$ cat src/rtl/mouse_pkg.sv
// ============================================================================
// mouse_pkg : PS/2 mouse packet field positions and delta decode helpers
// Rev 1.0
// ============================================================================
`timescale 1ns/1ps
`default_nettype none

package mouse_pkg;

  localparam int TOG_BIT = 24;
  localparam int Y_LSB   = 16;
  localparam int X_LSB   = 8;
  localparam int SX_BIT  = 4;
  localparam int SY_BIT  = 5;
  localparam int OX_BIT  = 6;
  localparam int OY_BIT  = 7;

  typedef logic signed [8:0] delta_t;

  // An overflowed axis reports the largest movement in the direction of its sign bit.
  function automatic delta_t decode_axis(input logic [7:0] mag, input logic sgn,
                                         input logic ovf);
    if (ovf) begin
      return sgn ? 9'h100 : 9'h0FF;
    end
    return {sgn, mag};
  endfunction

  function automatic delta_t negate_clamp(input delta_t d);
    logic signed [9:0] n;
    n = -$signed({d[8], d});
    if (n > 10'sd255) begin
      return 9'h0FF;
    end
    return n[8:0];
  endfunction

endpackage

`default_nettype wire

$ cat src/rtl/mouse_delta_acc_sat_add.sv
// ============================================================================
// sat_add : signed 9-bit delta added into a W-bit accumulator, clamped
// Rev 1.0
// ============================================================================
`timescale 1ns/1ps
`default_nettype none

module sat_add
  import mouse_pkg::*;
#(
  parameter int W = 8
) (
  input  logic [W-1:0] acc,
  input  logic [8:0]   delta,
  output logic [W-1:0] sum
);

  // One bit wider than the wider operand so the raw sum can never wrap.
  localparam int c_sw = ((W > 9) ? W : 9) + 1;
  localparam logic signed [c_sw-1:0] c_max = {{(c_sw-W+1){1'b0}}, {(W-1){1'b1}}};
  localparam logic signed [c_sw-1:0] c_min = {{(c_sw-W+1){1'b1}}, {(W-1){1'b0}}};

  delta_t                 w_d;
  logic signed [c_sw-1:0] w_acc_ext;
  logic signed [c_sw-1:0] w_d_ext;
  logic signed [c_sw-1:0] w_sum;

  assign w_d       = delta;
  assign w_acc_ext = {{(c_sw-W){acc[W-1]}}, acc};
  assign w_d_ext   = {{(c_sw-9){w_d[8]}}, w_d};
  assign w_sum     = w_acc_ext + w_d_ext;

  always_comb begin
    sum = w_sum[W-1:0];
    if (w_sum > c_max) begin
      sum = c_max[W-1:0];
    end else if (w_sum < c_min) begin
      sum = c_min[W-1:0];
    end
  end

endmodule

`default_nettype wire

$ cat src/rtl/mouse_delta_acc.sv
// ============================================================================
// mouse_delta_acc : PS/2 mouse packet decode into relative/absolute counters
// Rev 1.0
// ============================================================================
`timescale 1ns/1ps
`default_nettype none

module mouse_delta_acc
  import mouse_pkg::*;
#(
  parameter int ACC_W    = 8,
  parameter bit INVERT_Y = 1'b0
) (
  input  logic             clk_sys,
  input  logic             reset,
  input  logic [24:0]      ps2_mouse,
  input  logic             rd_x,
  input  logic             rd_y,
  output logic [ACC_W-1:0] rel_x,
  output logic [ACC_W-1:0] rel_y,
  output logic [7:0]       abs_x,
  output logic [7:0]       abs_y,
  output logic [2:0]       buttons,
  output logic             moved,
  output logic             pkt_stb
);

  logic             r_old_tog;
  logic             r_v1;
  delta_t           r_dx;
  delta_t           r_dy;
  logic [2:0]       r_btn;

  logic             w_new_pkt;
  delta_t           w_dx;
  delta_t           w_dy;
  delta_t           w_dy_adj;
  logic [ACC_W-1:0] w_acc_x;
  logic [ACC_W-1:0] w_acc_y;
  logic [ACC_W-1:0] w_sum_x;
  logic [ACC_W-1:0] w_sum_y;
  logic             w_unused_sync;

  // Status bit 3 is the PS/2 always-one sync bit and carries no information.
  assign w_unused_sync = ps2_mouse[3];

  assign w_new_pkt = ps2_mouse[TOG_BIT] != r_old_tog;
  assign w_dx = decode_axis(ps2_mouse[X_LSB +: 8], ps2_mouse[SX_BIT], ps2_mouse[OX_BIT]);
  assign w_dy = decode_axis(ps2_mouse[Y_LSB +: 8], ps2_mouse[SY_BIT], ps2_mouse[OY_BIT]);

  generate
    if (INVERT_Y) begin : g_inv_y
      assign w_dy_adj = negate_clamp(w_dy);
    end else begin : g_pass_y
      assign w_dy_adj = w_dy;
    end
  endgenerate

  // A read in the same cycle as an update restarts the sum from zero, so the
  // concurrent delta lands in the fresh accumulator exactly once.
  assign w_acc_x = rd_x ? '0 : rel_x;
  assign w_acc_y = rd_y ? '0 : rel_y;

  sat_add #(.W(ACC_W)) u_sat_x (
    .acc   (w_acc_x),
    .delta (r_dx),
    .sum   (w_sum_x)
  );

  sat_add #(.W(ACC_W)) u_sat_y (
    .acc   (w_acc_y),
    .delta (r_dy),
    .sum   (w_sum_y)
  );

  always_ff @(posedge clk_sys) begin
    if (reset) begin
      r_old_tog <= ps2_mouse[TOG_BIT];
      r_v1      <= 1'b0;
      r_dx      <= '0;
      r_dy      <= '0;
      r_btn     <= '0;
      rel_x     <= '0;
      rel_y     <= '0;
      abs_x     <= '0;
      abs_y     <= '0;
      buttons   <= '0;
      moved     <= 1'b0;
      pkt_stb   <= 1'b0;
    end else begin
      r_old_tog <= ps2_mouse[TOG_BIT];
      r_v1      <= w_new_pkt;
      if (w_new_pkt) begin
        r_dx  <= w_dx;
        r_dy  <= w_dy_adj;
        r_btn <= ps2_mouse[2:0];
      end

      pkt_stb <= r_v1;

      if (r_v1) begin
        rel_x <= w_sum_x;
      end else if (rd_x) begin
        rel_x <= '0;
      end

      if (r_v1) begin
        rel_y <= w_sum_y;
      end else if (rd_y) begin
        rel_y <= '0;
      end

      if (r_v1) begin
        abs_x   <= abs_x + r_dx[7:0];
        abs_y   <= abs_y + r_dy[7:0];
        buttons <= r_btn;
      end

      if (r_v1 && ((r_dx != '0) || (r_dy != '0))) begin
        moved <= 1'b1;
      end else if (rd_x || rd_y) begin
        moved <= 1'b0;
      end
    end
  end

endmodule

`default_nettype wire

$ cat config.mk
export PLATFORM = sky130hd
export DESIGN_NAME = mouse_delta_acc
export DESIGN_NICKNAME = d
export VERILOG_FILES = /design/src/rtl/mouse_pkg.sv /design/src/rtl/mouse_delta_acc_sat_add.sv /design/src/rtl/mouse_delta_acc.sv
export SDC_FILE = /design/constraint.sdc
export NUM_CORES = 1
export LEC_CHECK = 0
export CAP_MARGIN = 20
export CORE_MARGIN = 4
export CORE_UTILIZATION = 50
export CTS_BUF_LIST = sky130_fd_sc_hd__clkbuf_8 sky130_fd_sc_hd__clkbuf_16
export DETAILED_ROUTE_END_ITERATION = 16
export GPL_ROUTABILITY_DRIVEN = 0
export HOLD_SLACK_MARGIN = 0.12
export PLACE_DENSITY = 0.84
export SLEW_MARGIN = 20
export SYNTH_ARGS = -nofsm -noshare
export SYNTH_HDL_FRONTEND = slang
export SYNTH_HIERARCHICAL = 1
export SYNTH_SLANG_ARGS = --single-unit
$ cat constraint.sdc
create_clock -name clk_sys -period 2.5 [get_ports clk_sys]
set_input_delay 0.625 -clock clk_sys [delete_from_list [all_inputs] [get_ports clk_sys]]
set_output_delay 0.625 -clock clk_sys [all_outputs]
set_load 0.005 [all_outputs]
==> run_results.csv <==
group,metric,value,unit
outcome,status,"complete, but fails checks",
outcome,violations,"negative setup slack",
power_and_ir_drop,ir_drop,359,µV
clock_tree,cts.clk_slew.worst_paths,80,ps
clock_tree,clock_latency,350,ps
global_route,grt_pass1_wl,21600,µm
setup_path,regToRegStartpoint,"rel_x[0]",
global_route,grt_util_met1,32.3,%
synth,ys_ff_latch,60,
clock_tree,numCtsBuffers,9,
synth,avgSynthCellArea,8.81,µm²
clock_tree,cts_tree,"yes",
setup_path,crit_buf_inv,4,
floorplan,num_rows,33,
hold_path,whs_endpoint,"r_btn[1]",
place,dpl.hpwl,8980,µm
global_route,grt_pass1_vias,4441,
sta,fin_crit_sh,102,%
setup_path,slowest_stage,"nor4_4",
setup_path,arrival,2790,ps
power_and_ir_drop,power.leakage,2.55,nW
floorplan,dieWidth,100,µm
floorplan,start_util,51.4,%
sta,skew,14.6,ps
clock_tree,clock_path_buffers,2,
hold_path,hp-class,"reg -> reg",
power_and_ir_drop,seq_power_share,35.2,%
setup_path,crit_type,"in -> reg",
sta,rsz0062_at_grt,"yes",
finish,fin_area,0.00604,mm²
synth,synth_top_flop_cell,"dfxtp_1",
global_route,grt_busiest_layer,"met2",
floorplan,ios,66,
drt,routed_via_density,6.16,
synth,syn_inst,482,
synth,synth_edf_count,0,
finish,area_growth,42.3,%
setup_path,r2r_cells,10,
sta,slew_viol_final,0,
power_and_ir_drop,power.density,527,mW/mm²
floorplan,core_area,0.00826,mm²
drt,wl_per_cell,19.7,µm
sta,holdWs,475,ps
sta,fmax,391,MHz
finish,multi_input_area,0.00315,mm²
power_and_ir_drop,swShare,32.6,%
finish,fillers,536,
setup_path,rr_endpoint,"rel_x[2]",
power_and_ir_drop,p_comb_share,33.8,%
global_route,gr-usage-met3,4.59,%
hold_path,worstHoldStart,"r_btn[1]",
hold_path,min_path_cells,2,
floorplan,die_h,100,µm
setup_path,critical-path-top-delay-family,"simple AND/OR/NAND/NOR gates",
drt,ant_nets,0,
synth,synth.distinct_cells,61,
sta,setup_viol,5,
setup_path,cp_cell_sequence,"buf_8 > buf_8 > nor2b_1 > buf_4 > ha_4 > and3b_1 > a31oi_1 > o21ai_2 > buf_4 > nor4_4 > o31ai_2 > mux2i_1 > nor2_1",
synth,synth-seq-area-share,28.3,%
finish,antenna_cells,0,
setup_path,cp_slowest_stage_delay,400,ps
drt,via_count,4500,
global_route,groute.layer.met2.usage,47.4,%
drt,drtIter0Drc,328,
finish,utilization,73.2,%
setup_path,cp_data_required_time,2730,ps
sta,worstMarginPinSlew,706,ps
setup_path,startpoint_type,"primary input",
global_route,grt_use_total,26.9,%
synth,async_reset_ff_share,0,%
sta,maxSlewHeadroom,52.6,%
drt,first_pass_iters,5,
sta,hold_violations,0,
power_and_ir_drop,p_switching,1.04,mW
synth,synth_fp_nets,547,
clock_tree,htreeDepth,3,
setup_path,endpoint_kind,"flop",
place,post_dp_cell_area,0.00536,mm²
clock_tree,root_buffer,"clkbuf_8",
power_and_ir_drop,power.share.clock,31.0,%
global_route,grt_max_degree,32,
setup_path,cp_max_fo,5,
sta,layout_setup_ws,-56.9,ps
power_and_ir_drop,internal_power,2.15,mW
flow_run,maxCapViolCount,0,
drt,drc,0,
sta,min_period,2560,ps
clock_tree,clock_sinks,60,
global_route,antenna_found_initial,0,
synth,netlist_area,0.00425,mm²
finish,final_nets,686,
finish,drive_gt1_share,26.1,%
place,port_buffers,64,
global_route,overflow,0,
floorplan,dieArea,0.0100,mm²
synth,synth_warnings,6,
drt,totalWireLength,14300,µm
finish,seqCellArea,0.00120,mm²
setup_path,rrSetupSlack,-10,ps
## final cells by class
type,count,share of cell area (%)
sequential,60,19.9
tap,105,2.17
clock inverter,5,1.28
multi-input combinational,385,52.2
timing repair buffer,143,20.8
inverter,22,1.37
clock buffer,10,2.28
## placed cells by master, fill, tap and decap left out, types with 4 or more instances in the layout
cell type / count
o211ai_1: 6
nor3_1: 10
a31oi_1: 5
ha_1: 22
clkdlybuf4s50_1: 61
a21o_1: 14
ha_4: 10
a211oi_4: 5
o21a_1: 4
nor2b_4: 7
buf_4: 76
clkbuf_8: 10
o31ai_1: 8
nand3_1: 11
nand2_1: 27
inv_1: 20
a211oi_1: 12
and3b_1: 4
dfxtp_1: 60
o21ai_0: 11
o21ai_1: 6
nor2_1: 57
a211oi_2: 11
nor2b_1: 11
a21oi_1: 44
nor3b_1: 4
xnor2_1: 10
mux2i_1: 24
## flip-flops by register name (all words and copies together) (netlist names), 3 cells and up
| register | cells |
|---|---|
| abs_x | 8 |
| abs_y | 8 |
| buttons | 3 |
| r_btn | 3 |
| r_dx | 9 |
| r_dy | 9 |
| rel_x | 8 |
| rel_y | 8 |
## synth_stat cells (3+ instances only)
cell type   n  share of area (%)
a211oi_1   12                2.1
a211oi_2   14                4.1
a21o_1     14                2.5
a21oi_1    44                5.2
a31oi_1     5               0.74
and2b_1     3               0.53
and3b_1     4               0.82
buf_2       4               0.47
clkbuf_1    7               0.62
dfxtp_1    60                 28
fa_1        4                1.9
ha_1       32                9.4
inv_1      19                1.7
mux2_2      3               0.80
mux2i_1    24                5.7
nand2_1    27                2.4
nand3_1    11                1.3
nor2_1     57                5.0
nor2b_1    21                3.1
nor3_1     11                1.3
nor3b_1     4               0.71
nor4_1      3               0.44
o211ai_1    6                1.1
o21a_1      4               0.71
o21ai_0    12                1.4
o21ai_1     7               0.82
o31ai_1    10                1.8
xnor2_1    10                2.1
## worst reg2reg max path: cells and delay by family (launching register included)
kind / cells / cell delay, ps
AO/OA/AOI/OAI: 3 / 760
AND/OR/NAND/NOR: 4 / 730
adder cells (fa/ha/maj): 2 / 370
multiplexers: 1 / 160
flip-flops: 1 / 350
## routing by layer
metal	routed length (µm)	part of all wire [%]
met4	557	3.9
met2	7130	50
met5	0	0
met3	1040	7.2
met1	5620	39
## how the worst max path moves through the flow
| stage | startpoint | end | slack, ps | cells past startpoint |
|---|---|---|---|---|
| final | rd_y | rel_y[0] | -60 | 13 |
| after global routing | rd_y | rel_y[0] | -210 | 13 |
| after CTS | rd_x | rel_x[2] | 6 | 10 |
| after detailed placement | rd_x | rel_x[2] | -890 | 11 |
| after global placement | rd_x | rel_x[0] | -760 | 11 |
| after floorplan | rd_x | rel_x[6] | 4 | 10 |
## metrics by stage
stage / setup WS, ps / setup TNS, ps / power (mW) / std cells
after CTS: 5.77 / 0 / 3.07 / 715
after global routing: -213 / -1200 / 3.32 / 730
after floorplan: 4.05 / 0 / 1.68 / 482
after global placement: -764 / -10100 / 2.00 / 689
final: -56.9 / -192 / 3.18 / 730
after detailed placement: -890 / -11550 / 2.04 / 689
## cell families (layout without fill, tap and decap cells)
kind of cell,count (synthesis),after routing,share of synthesized area (%)
compound gates,150,150,27.7
xor+xnor,12,12,2.65
fa+ha+maj,36,36,11.3
buf+inv,37,180,3.74
flops,60,60,28.3
mux,27,27,6.45
simple gates,160,160,19.9
## power groups by stage
stage | registers, mW | logic [mW] | clock network, mW
after floorplan | 1.11 | 0.571 | 0
after global placement | 1.13 | 0.875 | 0
after detailed placement | 1.13 | 0.914 | 0
after CTS | 1.11 | 0.974 | 0.987
after global routing | 1.13 | 1.16 | 1.04
final | 1.12 | 1.07 | 0.988
## timing repair
item / 4_1_cts / 5_1_grt
setup buffers: 10 / 15
hold buffers: 0 / 0
gates resized for setup: 38 / 22
setup endpoints to repair: 16 / 14
gates cloned: 1 / 0
pin swaps: 18 / 22
(Power assumes the default switching activity.)
